<file path="src/rtl/imem_port_arbiter_pkg.sv">
// Shared definitions for the instruction-memory port arbiter:
// state encodings and default memory geometry.
package imem_port_arbiter_pkg;

    localparam int DEF_ADDR_W = 14;
    localparam int DEF_DATA_W = 32;

    typedef enum logic [1:0] {
        IDLE     = 2'b00,
        LOAD     = 2'b01,
        WAIT_RUN = 2'b10,
        RUN      = 2'b11
    } state_t;

endpackage

</file>
<file path="src/rtl/imem_load_counter.sv">
// Counts words accepted during a program load; clear wins over increment
// and the count holds once it reaches the full memory size 2^ADDR_W.
module imem_load_counter
    import imem_port_arbiter_pkg::*;
#(
    parameter int ADDR_W = DEF_ADDR_W
) (
    input  logic              clock,
    input  logic              reset,
    input  logic              clear,
    input  logic              inc,
    output logic [ADDR_W:0]   count
);

    localparam logic [ADDR_W:0] C_MAX = {1'b1, {ADDR_W{1'b0}}};

    logic [ADDR_W:0] r_count;

    always_ff @(posedge clock) begin
        if (!reset) begin
            r_count <= '0;
        end else if (clear) begin
            r_count <= '0;
        end else if (inc && (r_count != C_MAX)) begin
            r_count <= r_count + 1'b1;
        end
    end

    assign count = r_count;

endmodule

</file>
<file path="src/rtl/imem_port_arbiter.sv">
// Shares one synchronous-read program memory port between the UART loader
// (LOAD state) and the CPU fetch unit (RUN state), and holds the CPU in reset otherwise.
module imem_port_arbiter
    import imem_port_arbiter_pkg::*;
#(
    parameter int ADDR_W = DEF_ADDR_W,
    parameter int DATA_W = DEF_DATA_W
) (
    input  logic              clock,
    input  logic              reset,
    input  logic              mode_sw,
    input  logic              uart_valid,
    input  logic [ADDR_W-1:0] uart_addr,
    input  logic [DATA_W-1:0] uart_data,
    input  logic              uart_done,
    output logic              uart_ready,
    input  logic              fetch_req,
    input  logic [ADDR_W-1:0] fetch_addr,
    output logic              fetch_ack,
    output logic [DATA_W-1:0] fetch_data,
    output logic              mem_en,
    output logic              mem_we,
    output logic [ADDR_W-1:0] mem_addr,
    output logic [DATA_W-1:0] mem_wdata,
    input  logic [DATA_W-1:0] mem_rdata,
    output logic              cpu_rst_n,
    output logic [1:0]        state,
    output logic [ADDR_W:0]   load_count
);

    state_t r_state;
    state_t w_next;
    logic   r_pend;
    logic   w_uartAcc;
    logic   w_fetchAcc;
    logic   w_clear;

    // Accepts are gated by reset so nothing reaches the memory while reset is held.
    assign w_uartAcc  = reset && (r_state == LOAD) && uart_valid;
    assign w_fetchAcc = reset && (r_state == RUN) && fetch_req && !mode_sw;
    assign w_clear    = reset && (w_next == LOAD) && (r_state != LOAD);

    always_ff @(posedge clock) begin
        if (!reset) begin
            r_state <= IDLE;
            r_pend  <= 1'b0;
        end else begin
            r_state <= w_next;
            r_pend  <= w_fetchAcc;
        end
    end

    always_comb begin
        w_next = r_state;
        case (r_state)
            IDLE:     w_next = mode_sw ? LOAD : RUN;
            LOAD:     w_next = uart_done ? WAIT_RUN : LOAD;
            WAIT_RUN: w_next = mode_sw ? WAIT_RUN : RUN;
            RUN:      w_next = mode_sw ? LOAD : RUN;
            default:  w_next = IDLE;
        endcase
    end

    // A pending ack is always presented in the RUN cycle where mode_sw rises,
    // so leaving RUN on that same edge never drops it.
    always_comb begin
        uart_ready = w_uartAcc;
        mem_en     = w_uartAcc || w_fetchAcc;
        mem_we     = w_uartAcc;
        mem_addr   = '0;
        mem_wdata  = '0;
        if (w_uartAcc) begin
            mem_addr  = uart_addr;
            mem_wdata = uart_data;
        end else if (w_fetchAcc) begin
            mem_addr = fetch_addr;
        end
        fetch_ack  = reset && r_pend;
        fetch_data = fetch_ack ? mem_rdata : '0;
        cpu_rst_n  = reset && (r_state == RUN);
    end

    assign state = r_state;

    imem_load_counter #(
        .ADDR_W (ADDR_W)
    ) u_load_counter (
        .clock (clock),
        .reset (reset),
        .clear (w_clear),
        .inc   (w_uartAcc),
        .count (load_count)
    );

endmodule

</file>
<file path="config.mk">
export PLATFORM = sky130hd
export DESIGN_NAME = imem_port_arbiter
export DESIGN_NICKNAME = d
export VERILOG_FILES = /design/src/rtl/imem_port_arbiter_pkg.sv /design/src/rtl/imem_load_counter.sv /design/src/rtl/imem_port_arbiter.sv
export SDC_FILE = /design/constraint.sdc
export NUM_CORES = 1
export LEC_CHECK = 0
export ABC_AREA = 0
export BUFFER_PORTS_ARGS = -buffer_cell sky130_fd_sc_hd__buf_2
export CAP_MARGIN = 10
export CORE_MARGIN = 4
export CORE_UTILIZATION = 33
export CTS_CLUSTER_SIZE = 16
export DETAILED_ROUTE_END_ITERATION = 16
export PLACE_DENSITY = 0.92
export SLEW_MARGIN = 40
export SYNTH_ARGS = -nofsm -noshare
export SYNTH_HDL_FRONTEND = slang
export SYNTH_HIERARCHICAL = 1
export SYNTH_SLANG_ARGS = --single-unit
</file>
<file path="constraint.sdc">
create_clock -name clock -period 2.5 [get_ports clock]
set_input_delay 0.5 -clock clock [delete_from_list [all_inputs] [get_ports clock]]
set_output_delay 0.5 -clock clock [all_outputs]
set_load 0.05 [all_outputs]
</file>
**Word-level counts from Yosys, hierarchy flattened**

Index checks and enable logic that the tools add are counted.

- Register bits: 18
- Latch bits: 0
- Bits in writable memories: 0
- Bits in read-only memories: 0
- Bits of input ports: 98
- Logic and storage cells: 33
- Memories: 0

- Add/subtract/negate cells: 1
- $mul: 0
- Divide/modulo/power cells: 0
- $lt $le $gt $ge: 0
- Eq/ne operators: 6
- Shifts and indexed selects: 0
- Mux-type cells: 8
- Bitwise operators: 1
- Reduce and logical (&&, ||, !) cells: 14

Operators with widths:

| kind | count |
|---|---|
| 32-bit two-way mux | 2 |
| 14-bit two-way mux | 2 |
| 15-bit by 1-bit adder with 15-bit output (second input constant) | 1 |
| 15-bit inequality test (second input constant) | 1 |
| 1-bit logical AND | 9 |
| 2-bit case mux with 3 select lines | 1 |
| 2-bit by 1-bit equality test with 1-bit output (second input constant) | 2 |
| 2-bit equality test (second input constant) | 2 |
| 2-bit two-way mux | 2 |
| 2-bit OR reduction | 2 |
| 2-bit logical NOT | 1 |
| 2-bit by 1-bit inequality test with 1-bit output (second input constant) | 1 |
| 1-bit logical NOT | 1 |
| 1-bit logical OR | 1 |
| 1-bit two-way mux | 1 |
| 1-bit NOT | 1 |

**Depth between registers and ports, before layout**

Gate-level depths: netlist (run 1).

- Word-level depth: 7
- Gate-level depth with buffers: 10
- Depth with buffers taken out: 9

**Cells and area by module**

Netlist (run 1), hierarchy kept.

Modules (own cells, without submodules):

| module | instances | cells each | area an instance (um^2) |
|---|---|---|---|
| imem_port_arbiter | 1 | 117 | 853.3 |
| imem_load_counter | 1 | 89 | 743.2 |

**Least setup slack after synthesis (run 1)**

OpenSTA, ideal clock, no wires.

- Kind: reg-to-reg
- From: reg r_state[0], in the netlist state[0]
- To: reg u_load_counter.r_count[12], in the netlist u_load_counter/count[12]
- Setup time: 0.121 ns
- Arrival: 2.445 ns
- Required time: 2.379 ns
- Path slack: -0.065 ns
- Cell stages (with the launch flop): 8
- Buffers on the path: 1
- Cells stage by stage: dfxtp_1 > ha_1 > and3_1 > buf_2 > inv_1 > a41oi_1 > nand4_1 > mux2_2

- Elaborated cells between the ends (all ways): 14

RTL lines:

| what | RTL line | source |
|---|---|---|
| start, declared | imem_port_arbiter.sv:31 | `state_t r_state;` |
| start signal, assigned | imem_port_arbiter.sv:48 | `r_state <= w_next;` |
| 2-bit by 1-bit equality test with 1-bit output | imem_port_arbiter.sv:39 | `assign w_uartAcc = reset && (r_state == LOAD) && uart_valid;` |
| 1-bit logical AND (2 in a row) | imem_port_arbiter.sv:39 |  |
| net mem_we | imem_port_arbiter.sv:22 | `output logic mem_we,` |
| 1-bit logical AND | imem_load_counter.sv:24 | `end else if (inc && (r_count != C_MAX)) begin` |
| end signal, assigned | imem_load_counter.sv:25 | `r_count <= r_count + 1'b1;` |
| end, declared | imem_load_counter.sv:17 | `logic [ADDR_W:0] r_count;` |

The timed path passes the listed nets, and every way through them passes these cells.
A chain may end at the register's enable or synchronous reset.

**Final worst setup path (run 1)**

- From: reg r_state[1], in the netlist state[1]
- To: out mem_addr[1]

- Longest elaborated chain between the ends: 6
- Elaborated cells between the ends (all ways): 9

Ends and longest elaborated chain:

| what | RTL line | source |
|---|---|---|
| 2-bit equality test | imem_port_arbiter.sv:40 | `assign w_fetchAcc = reset && (r_state == RUN) && fetch_req && !mode_sw;` |
| 1-bit logical AND (3 in a row) | imem_port_arbiter.sv:40 |  |
| 14-bit two-way mux | imem_port_arbiter.sv:75 | `end else if (w_fetchAcc) begin` |
| 14-bit two-way mux * | imem_port_arbiter.sv:72 | `if (w_uartAcc) begin` |
| end, declared | imem_port_arbiter.sv:23 | `output logic [ADDR_W-1:0] mem_addr,` |

Every way passes the cells marked *; elsewhere a longest branch is shown, timed or not.

==> results.txt, run 1 <==
CTS H-tree lvls: 1
Synth area leader: dfxtp_1
Final Non-Filler Cells: 450
commonest non-fill, non-tap cell in the layout: buf_2
Max Fclk: 427 MHz
WP data arrival: 1.84 ns
final-report max-slew violation count: 0
Slew HR: 0.676
All-Layer GR Usage: 0.207
total core area: 4690 um2
placed cell count: 446
Worst EP required: 2.00 ns
drt first-iter violations: 93
Mean Syn Cell Area: 7.75 um2
WS Path Type: flop to primary output
final core occ: 0.565
Clk Latency, worst-skew pair: 0.26 ns
Final setup viols: 0
number of cells on the worst hold path: 3
DPL Wire Length: 5720 um
skew final: 0.00766 ns
library cells used by synthesis: 35
min-delay worst type: primary input to flop
Die Y: 77.6 um
Syn Nets: 310
mux cell area share after synthesis: 0.0133
vias post-DR: 2169
post-route clock period utilization: 0.938
Setup crit start: state[1]
EDFF count, synth: 0
register area share after synthesis: 0.226
num ports: 198
status: finished, final reports clean
n_diodes: 0
initial antenna violation count: 0
global route overflow: 0
# rows: 25
CTS tree: yes
Final ANT Viol Nets: 0
Via density: 4.82
Max VDD drop: 0.000420 V
global-route wire length before repair: 10200 um
Least-Margin Pin Slew: 0.486 ns
share of cells above drive strength 1: 0.538
Die Wd: 77.6 um
Post-Route WL: 6800 um
P&R area growth vs syn: 65.9%
Hold Crit Start: fetch_req
Reg2Reg Setup Slack: 0.32 ns
largest family of logic cells by synthesized area: simple AND/OR/NAND/NOR gates
number of global-route vias before repair: 2013
die area: 6010 um2
Pleak: 1.68 nW
DR pass1 iterations: 5
CP max FO: 28
Worst setup SP type: flop
setup bufs post-CTS: 0
PostCTS Resize Cnt: 0
Power Dens Cells: 524 nW/um2
Synth Area in Adders: 0.0470
CP Capture Type: primary output
hold endpoint: r_pend
#FFs+latches synth: 18
initial core utilization: 0.340
# port buffers: 197
Register-to-Register Path Depth: 8
fin crit period: 2.34 ns
YS warnings: 6
RSZ-0062 raised after global routing: no
Clock Tree Root: clkbuf_8
async set or reset register ratio after synthesis: 0
top cell type's share of synthesized area: 0.226
ranking of synthesized cells by area: dfxtp_1 (23%), and2_1 (14%), and3_1 (13%)
max-cap viol count: 0
Hold-fix buffers, CTS: 0
Syn Inst Count: 206
capturing point of the worst reg2reg path: u_load_counter/count[13]
Post-Synth XOR/XNOR Area: 0.0494
most frequent cells in the layout: buf_2 (197), and2_1 (35), and3_1 (33), nor2_1 (16), dfxtp_1 (16)
worst flop-to-flop path startpoint: state[1]
clk buf depth: 2
WL per Instance: 15.1 um
simple-gate share of the synthesized area: 0.459
Worst Hold Slack: 0.546 ns
Synth Area in Compound Gates: 0.126
largest net degree at the start of global routing: 34
Post-route DRC: 0
top_reg_cell synth: dfxtp_1
hold violation total from the final report: 0
Cell Area, Synth: 1600 um2
CTS buffer count: 3
clk sinks: 18
Setup TNS: 0 ns
routability congestion estimate: 0.888
Nets: 501
CTS clk-pin slew, worst paths: 0.06 ns
-- worst max path at each step --
stage | endpoint | slack, ns | depth (start not counted)
2_1_floorplan | u_load_counter/count[12] | 0.08 | 8
3_3_place_gp | u_load_counter/count[13] | 0.40 | 7
3_5_place_dp | u_load_counter/count[13] | 0.33 | 7
4_1_cts | mem_addr[1] | 0.15 | 6
5_1_grt | mem_wdata[5] | 0.04 | 6
6_report | mem_addr[1] | 0.16 | 6
-- worst max-delay path, cell delays in order, from the launching register on --
cell	delay [ns]
dfxtp_1	0.37
inv_1	0.08
ha_1	0.24
and3_1	0.21
buf_4	0.21
a22o_1	0.26
buf_2	0.21
-- cell usage after synthesis (2+ instances only) --
cell and instances:
nor4b_1 2, dfxtp_1 18, nor2_1 16, clkbuf_1 8
buf_2 2, o21ai_0 3, and2_1 35, or3_1 3
xnor2_1 7, buf_4 3, nand3_1 2, a22o_1 14
buf_6 3, and3_1 33, inv_1 8, nand2b_1 3
nor4_1 3, nand2_1 10, ha_1 6, xor2_1 2
a21oi_1 4, nor3_1 4, nand4_1 4, nor2b_1 2
-- state kept, by name (all words and copies together), names as in the netlist --
signal                flops
u_load_counter/count     15
state                     2
r_pend                    1
-- metrics by stage --
step                power (W)  instance area [um2]  worst slack [ns]
floorplan            0.000938                 1600            0.0834
global placement      0.00113                 2590             0.404
detailed placement    0.00116                 2590             0.333
CTS                   0.00139                 2650             0.148
global route          0.00146                 2650            0.0450
finish                0.00139                 2650             0.156
-- per-layer routing --
layer	share of wire	track usage	wire, um
met2	0.53	0.396	3600
met5	0	0	0
met4	0.0081	0.0409	55
met3	0.069	0.0313	467
met1	0.39	0.241	2680
-- cell type report --
class / instances / area [um2]
clock buffers: 4 / 55.1
fillers: 457 / 2040
inverters: 8 / 30.0
multi-input cells: 164 / 1110
flip-flops and latches: 18 / 363
well taps: 54 / 67.6
repair buffers: 202 / 1020
-- kinds of logic after synthesis --
group	count (synthesis)
xor+xnor	9
buf+inv	24
compound gates	25
flops	18
simple gates	122
mux	2
fa+ha+maj	6
-- report_power, final --
group	internal [W]	switching, W	total, W
Clock	0.000140	0.0000984	0.000239
Combinational	0.000247	0.000568	0.000815
Sequential	0.000309	0.0000262	0.000335
(Power assumes the default switching activity.)
==> run 2: changes to the inputs <==
- MAX_ROUTING_LAYER: not set -> met4
- PLACE_DENSITY: 0.92 -> 0.82
==> run 2 against run 1 <==
Worst setup slack gained 0.0062 ns. Hold slack lost 0.025 ns. Sequential cell count unchanged. Clock skew down 0.0067 ns. Die area unchanged. Core utilization grew 0.053 points. Clock-buffer cell count is the same. Clock power about the same.
==> results.txt, run 2 (synthesized netlist as in run 1, its figures left out) <==
status: finished, final reports clean
max-cap viol count: 0
RSZ-0062 raised after global routing: no
Placed Area: 2590 um2
die area: 6010 um2
Die Wd: 77.6 um
Post-route DRC: 0
number of global-route vias before repair: 1928
DPL Wire Length: 5350 um
DR pass1 iterations: 4
# port buffers: 197
Least-Margin Pin Slew: 0.773 ns
Pleak: 1.69 nW
Register-to-Register Path Depth: 8
Final setup viols: 0
Power Total: 0.00139 W
WL per Instance: 14.2 um
Largest register FFs: 15
Worst EP required: 2.00 ns
number of cells on the worst hold path: 2
initial antenna violation count: 0
Via density: 4.76
All-Layer GR Usage: 0.205
slowest CP cell: dfxtp_1
clk buf depth: 2
Fill cells: 436
CP cell instances: inv_1 > ha_1 > and3_1 > buf_4 > a22o_1 > buf_2
Clk Latency, worst-skew pair: 0.25 ns
CTS tree: yes
clk sinks: 18
fin crit period: 2.34 ns
Nets: 501
Post-Route WL: 6410 um
total core area: 4690 um2
hold violation total from the final report: 0
Reg2Reg Setup Slack: 0.30 ns
most frequent cells in the layout: buf_2 (197), and2_1 (35), and3_1 (33), dfxtp_1 (17), nor2_1 (16)
CP max stage delay: 0.38 ns
WS Path Type: flop to primary output
placed cell count: 446
n_diodes: 0
Power Dens Cells: 523 nW/um2
Hold Crit Start: u_load_counter/count[14]
CTS buffer count: 3
final-report max-slew violation count: 0
post-route cell area: 2650 um2
Worst setup SP type: flop
largest net degree at the start of global routing: 36
num ports: 198
capturing point of the worst reg2reg path: u_load_counter/count[13]
Final Non-Filler Cells: 450
Max Fclk: 428 MHz
min-delay worst type: flop to flop
Die Y: 77.6 um
share of cells above drive strength 1: 0.535
WP data arrival: 1.84 ns
CTS clk-pin slew, worst paths: 0.07 ns
Setup TNS: 0 ns
CTS H-tree lvls: 1
commonest non-fill, non-tap cell in the layout: buf_2
hold endpoint: u_load_counter/count[14]
routability congestion estimate: 0.812
skew final: 0.000996 ns
Max VDD drop: 0.000382 V
initial core utilization: 0.340
vias post-DR: 2141
post-route clock period utilization: 0.935
Clock Tree Root: clkbuf_8
CP Capture Type: primary output
Final ANT Viol Nets: 0
worst flop-to-flop path startpoint: state[1]
P&R area growth vs syn: 66.1%
global route overflow: 0
Slew HR: 0.484
drt first-iter violations: 50
CP max FO: 26
# rows: 25
global-route wire length before repair: 9830 um
run 2: through the flow:
stage               setup WS, ns  utilization  hold WS (ns)
floorplan                 0.0834            -         0.676
global placement           0.368        0.553         0.495
detailed placement         0.328        0.553         0.507
CTS                        0.129        0.564         0.520
global route              0.0153        0.565         0.549
finish                     0.162        0.565         0.521
run 2: worst max path at each step:
stage / start / endpoint / slack (ns)
5_1_grt: state[1] / mem_wdata[1] / 0.02
3_3_place_gp: mode_sw / mem_addr[1] / 0.37
2_1_floorplan: state[1] / u_load_counter/count[12] / 0.08
4_1_cts: state[1] / mem_addr[1] / 0.13
6_report: state[1] / mem_addr[11] / 0.16
3_5_place_dp: state[1] / u_load_counter/count[13] / 0.33
run 2: where the power goes:
group | total, W | switching (W) | leakage (nW) | internal [W]
logic | 0.000812 | 0.000564 | 1.51 | 0.000248
clock network | 0.000238 | 0.0000978 | 0.0288 | 0.000140
registers | 0.000335 | 0.0000263 | 0.146 | 0.000309
total | 0.00139 | 0.000688 | 1.69 | 0.000697
run 2: critical path: cells and delay by family (launching register included):
family                   cells  cell delay (ns)
buffers and inverters        3             0.50
flip-flops                   1             0.38
adder cells (fa/ha/maj)      1             0.24
AO/OA/AOI/OAI                1             0.24
AND/OR/NAND/NOR              1             0.22
run 2: layout make-up:
cell class / instances / area (um2) / share of cell area
well taps: 54 / 67.6 / 0.0255
multi-input cells: 164 / 1110 / 0.419
flip-flops and latches: 18 / 362 / 0.136
inverters: 8 / 30.0 / 0.0113
repair buffers: 202 / 1030 / 0.387
clock buffers: 4 / 55.1 / 0.0208
run 2: per-layer routing:
layer | part of all wire | GRT usage
met1 | 0.39 | 0.237
met2 | 0.51 | 0.353
met3 | 0.080 | 0.0487
met4 | 0.016 | 0.0569
met5 | 0 | -
run 2: what timing repair did:
action / in CTS / in global routing
setup buffers: 0 / 0
hold buffers: 0 / 0
gates resized for setup: 0 / 1
hold endpoints to repair: 0 / 0
setup endpoints to repair: 0 / 1
==> run 3: changes to the inputs <==
- CAP_MARGIN: 10 -> not set
- CORE_UTILIZATION: 33 -> 32
- PLACE_DENSITY: 0.82 -> 0.81
- SYNTH_HIERARCHICAL: 1 -> not set
==> run 3 against run 2 <==
Register-to-register slack gained 0.06 ns. Cell count shrank 0.89%. Sequential share of layout area shrank 0.16 points. Die area shrank 0.68%. Synthesized cell count shrank 1.5%. Clock-buffer cell count is the same. Non-clock buffer count grew 1. Global-route usage is essentially flat. Total power is essentially flat. Area after synthesis shrank 3.8%. Fmax is essentially flat. Sequential cell count is the same. Critical endpoint is now mem_addr[3]. Largest power group unchanged.
==> results.txt, run 3 <==
share of cells above drive strength 1: 0.581
Critical Path End: mem_addr[3]
die area: 5970 um2
Clk Latency, worst-skew pair: 0.26 ns
largest net degree at the start of global routing: 55
P&R area growth vs syn: 75.2%
Least-Margin Pin Slew: 0.754 ns
Post-Route WL: 6350 um
CTS tree: yes
total core area: 4500 um2
most instantiated library cell after synthesis: and2_1
top cell type's share of synthesized area: 0.235
Final setup viols: 0
Via density: 4.93
delay-heaviest family, CP: buffers and inverters
number of global-route vias before repair: 2150
# port buffers: 197
DR pass1 iterations: 4
Seq pwr share: 0.244
clock network fraction of design power: 0.176
Nets: 499
max-cap viol count: 0
# rows: 24
Reg2Reg Setup Slack: 0.36 ns
CP cell instances: inv_1 > ha_1 > nand3_1 > clkinv_1 > buf_12 > a22o_2 > clkbuf_4
Synth area leader: dfxtp_1
WP buf/inv: 4
Post-synth top cells: and2_1 (35), and3_1 (32), dfxtp_1 (18)
YS warnings: 0
Worst setup SP type: flop
CP Capture Type: primary output
EDFF count, synth: 0
slowest CP cell: dfxtp_2
Cell Area, Synth: 1540 um2
routability congestion estimate: 0.872
capturing point of the worst reg2reg path: u_load_counter.count[14]
Hold Crit Start: reset
commonest non-fill, non-tap cell in the layout: buf_2
library cells used by synthesis: 37
async set or reset register ratio after synthesis: 0
Hold-fix buffers, CTS: 0
CTS clk-pin slew, worst paths: 0.07 ns
#FFs+latches synth: 18
RSZ-0062 raised after global routing: no
Net Switching: 0.000673 W
global-route wire length before repair: 9870 um
worst flop-to-flop path startpoint: state[1]
drt first-iter violations: 99
global route overflow: 0
vias post-DR: 2197
Register Area: 363 um2
post-route cell area: 2690 um2
Die Wd: 77.3 um
All-Layer GR Usage: 0.205
CTS H-tree lvls: 1
most frequent cells in the layout: buf_2 (183), and2_1 (34), and3_1 (32), dfxtp_1 (16), clkbuf_4 (14)
Fill cells: 416
Register-to-Register Path Depth: 7
CP max FO: 54
clk buf depth: 2
final core occ: 0.598
Mean Syn Cell Area: 7.57 um2
Power Total: 0.00139 W
Slew HR: 0.497
Syn Nets: 307
initial core utilization: 0.341
Worst EP required: 2.00 ns
Pleak: 1.65 nW
status: finished, final reports clean
hold violation total from the final report: 0
setup bufs post-CTS: 0
WS Path Type: flop to primary output
WP data arrival: 1.84 ns
Die Y: 77.3 um
area of the multi-input gates: 1090 um2
WL per Instance: 14.2 um
switching share of total power: 0.486
skew final: 0.00573 ns
Max VDD drop: 0.000244 V
Worst Hold Slack: 0.501 ns
initial antenna violation count: 0
fin crit period: 2.34 ns
post-route clock period utilization: 0.935
Power Dens Cells: 515 nW/um2
DPL Wire Length: 5210 um
final-report max-slew violation count: 0
Setup crit start: state[1]
internal power: 0.000713 W
top_reg_cell synth: dfxtp_1
Clock Tree Root: clkbuf_8
register area share after synthesis: 0.235
CTS buffer count: 3
Post-route DRC: 0
Max Fclk: 428 MHz
CP max stage delay: 0.35 ns
min-delay worst type: primary input to flop
Final ANT Viol Nets: 0
Largest register FFs: 15
n_diodes: 0
Logic pwr share: 0.580
Placed Area: 2590 um2
num ports: 198
ranking of synthesized cells by area: dfxtp_1 (23%), and2_1 (14%), and3_1 (13%)
Syn Inst Count: 203
cell count along the critical path: 7
clk sinks: 18
==> run 3: cell types whose count changed after synthesis, moves of 3 or more <==
| cell | previous run | this run |
|---|---|---|
| clkbuf_1 | 8 | 12 |
| nand2_1 | 10 | 6 |
| nand3_1 | 2 | 5 |
| nand2b_1 | 3 | 0 |
| nor2_1 | 16 | 10 |
| buf_6 | 3 | 0 |
==> run 3: power by group through the flow <==
stage               clock network [W]  logic [W]  registers [W]
finish                       0.000244   0.000803       0.000338
global route                 0.000256   0.000863       0.000344
CTS                          0.000245   0.000799       0.000339
detailed placement                  0   0.000795       0.000346
global placement                    0   0.000776       0.000343
floorplan                           0   0.000494       0.000410
==> run 3: how the worst min path moves through the flow <==
stage | endpoint | slack, ns | depth (start not counted)
2_1_floorplan | r_pend | 0.67 | 2
3_3_place_gp | u_load_counter.count[14] | 0.50 | 2
3_5_place_dp | u_load_counter.count[14] | 0.51 | 2
4_1_cts | state[0] | 0.50 | 2
5_1_grt | state[0] | 0.51 | 2
6_report | state[0] | 0.50 | 2
==> run 3: final cells by class <==
cell class,instances,share of cell area
tap,52,0.0242
sequential,18,0.135
inverter,10,0.0139
timing repair buffer,203,0.402
clock buffer,4,0.0205
multi-input combinational,159,0.404
==> run 3: what timing repair did <==
| item | CTS | global route |
|---|---|---|
| endpoints found under the hold margin | 0 | 0 |
| resized for setup | 0 | 16 |
| setup endpoints to repair | 0 | 14 |
==> run 3: logic make-up after synthesis <==
| kind of cell | Yosys count | share of synthesized area |
|---|---|---|
| AND/OR/NAND/NOR | 114 | 0.452 |
| AO/OA/AOI/OAI | 32 | 0.157 |
| buffers and inverters | 26 | 0.0676 |
| flip-flops | 18 | 0.235 |
| XOR/XNOR | 7 | 0.0399 |
| adder cells (fa/ha/maj) | 6 | 0.0489 |
==> run 3: metrics by stage <==
stage	setup TNS (ns)	setup WS, ns	std cells
after detailed placement	0	0.323	442
after global routing	0	0.0117	446
final	0	0.161	446
after floorplan	-0.159	-0.0159	203
after global placement	0	0.351	441
after CTS	0	0.102	446
==> run 3: layer usage <==
metal	vias to the layer above	routed length [um]	global-route usage
met5	-	0	-
met4	0	133	0.0516
met3	12	588	0.0515
met2	130	3310	0.400
met1	950	2320	0.199
li1	1105	-	-
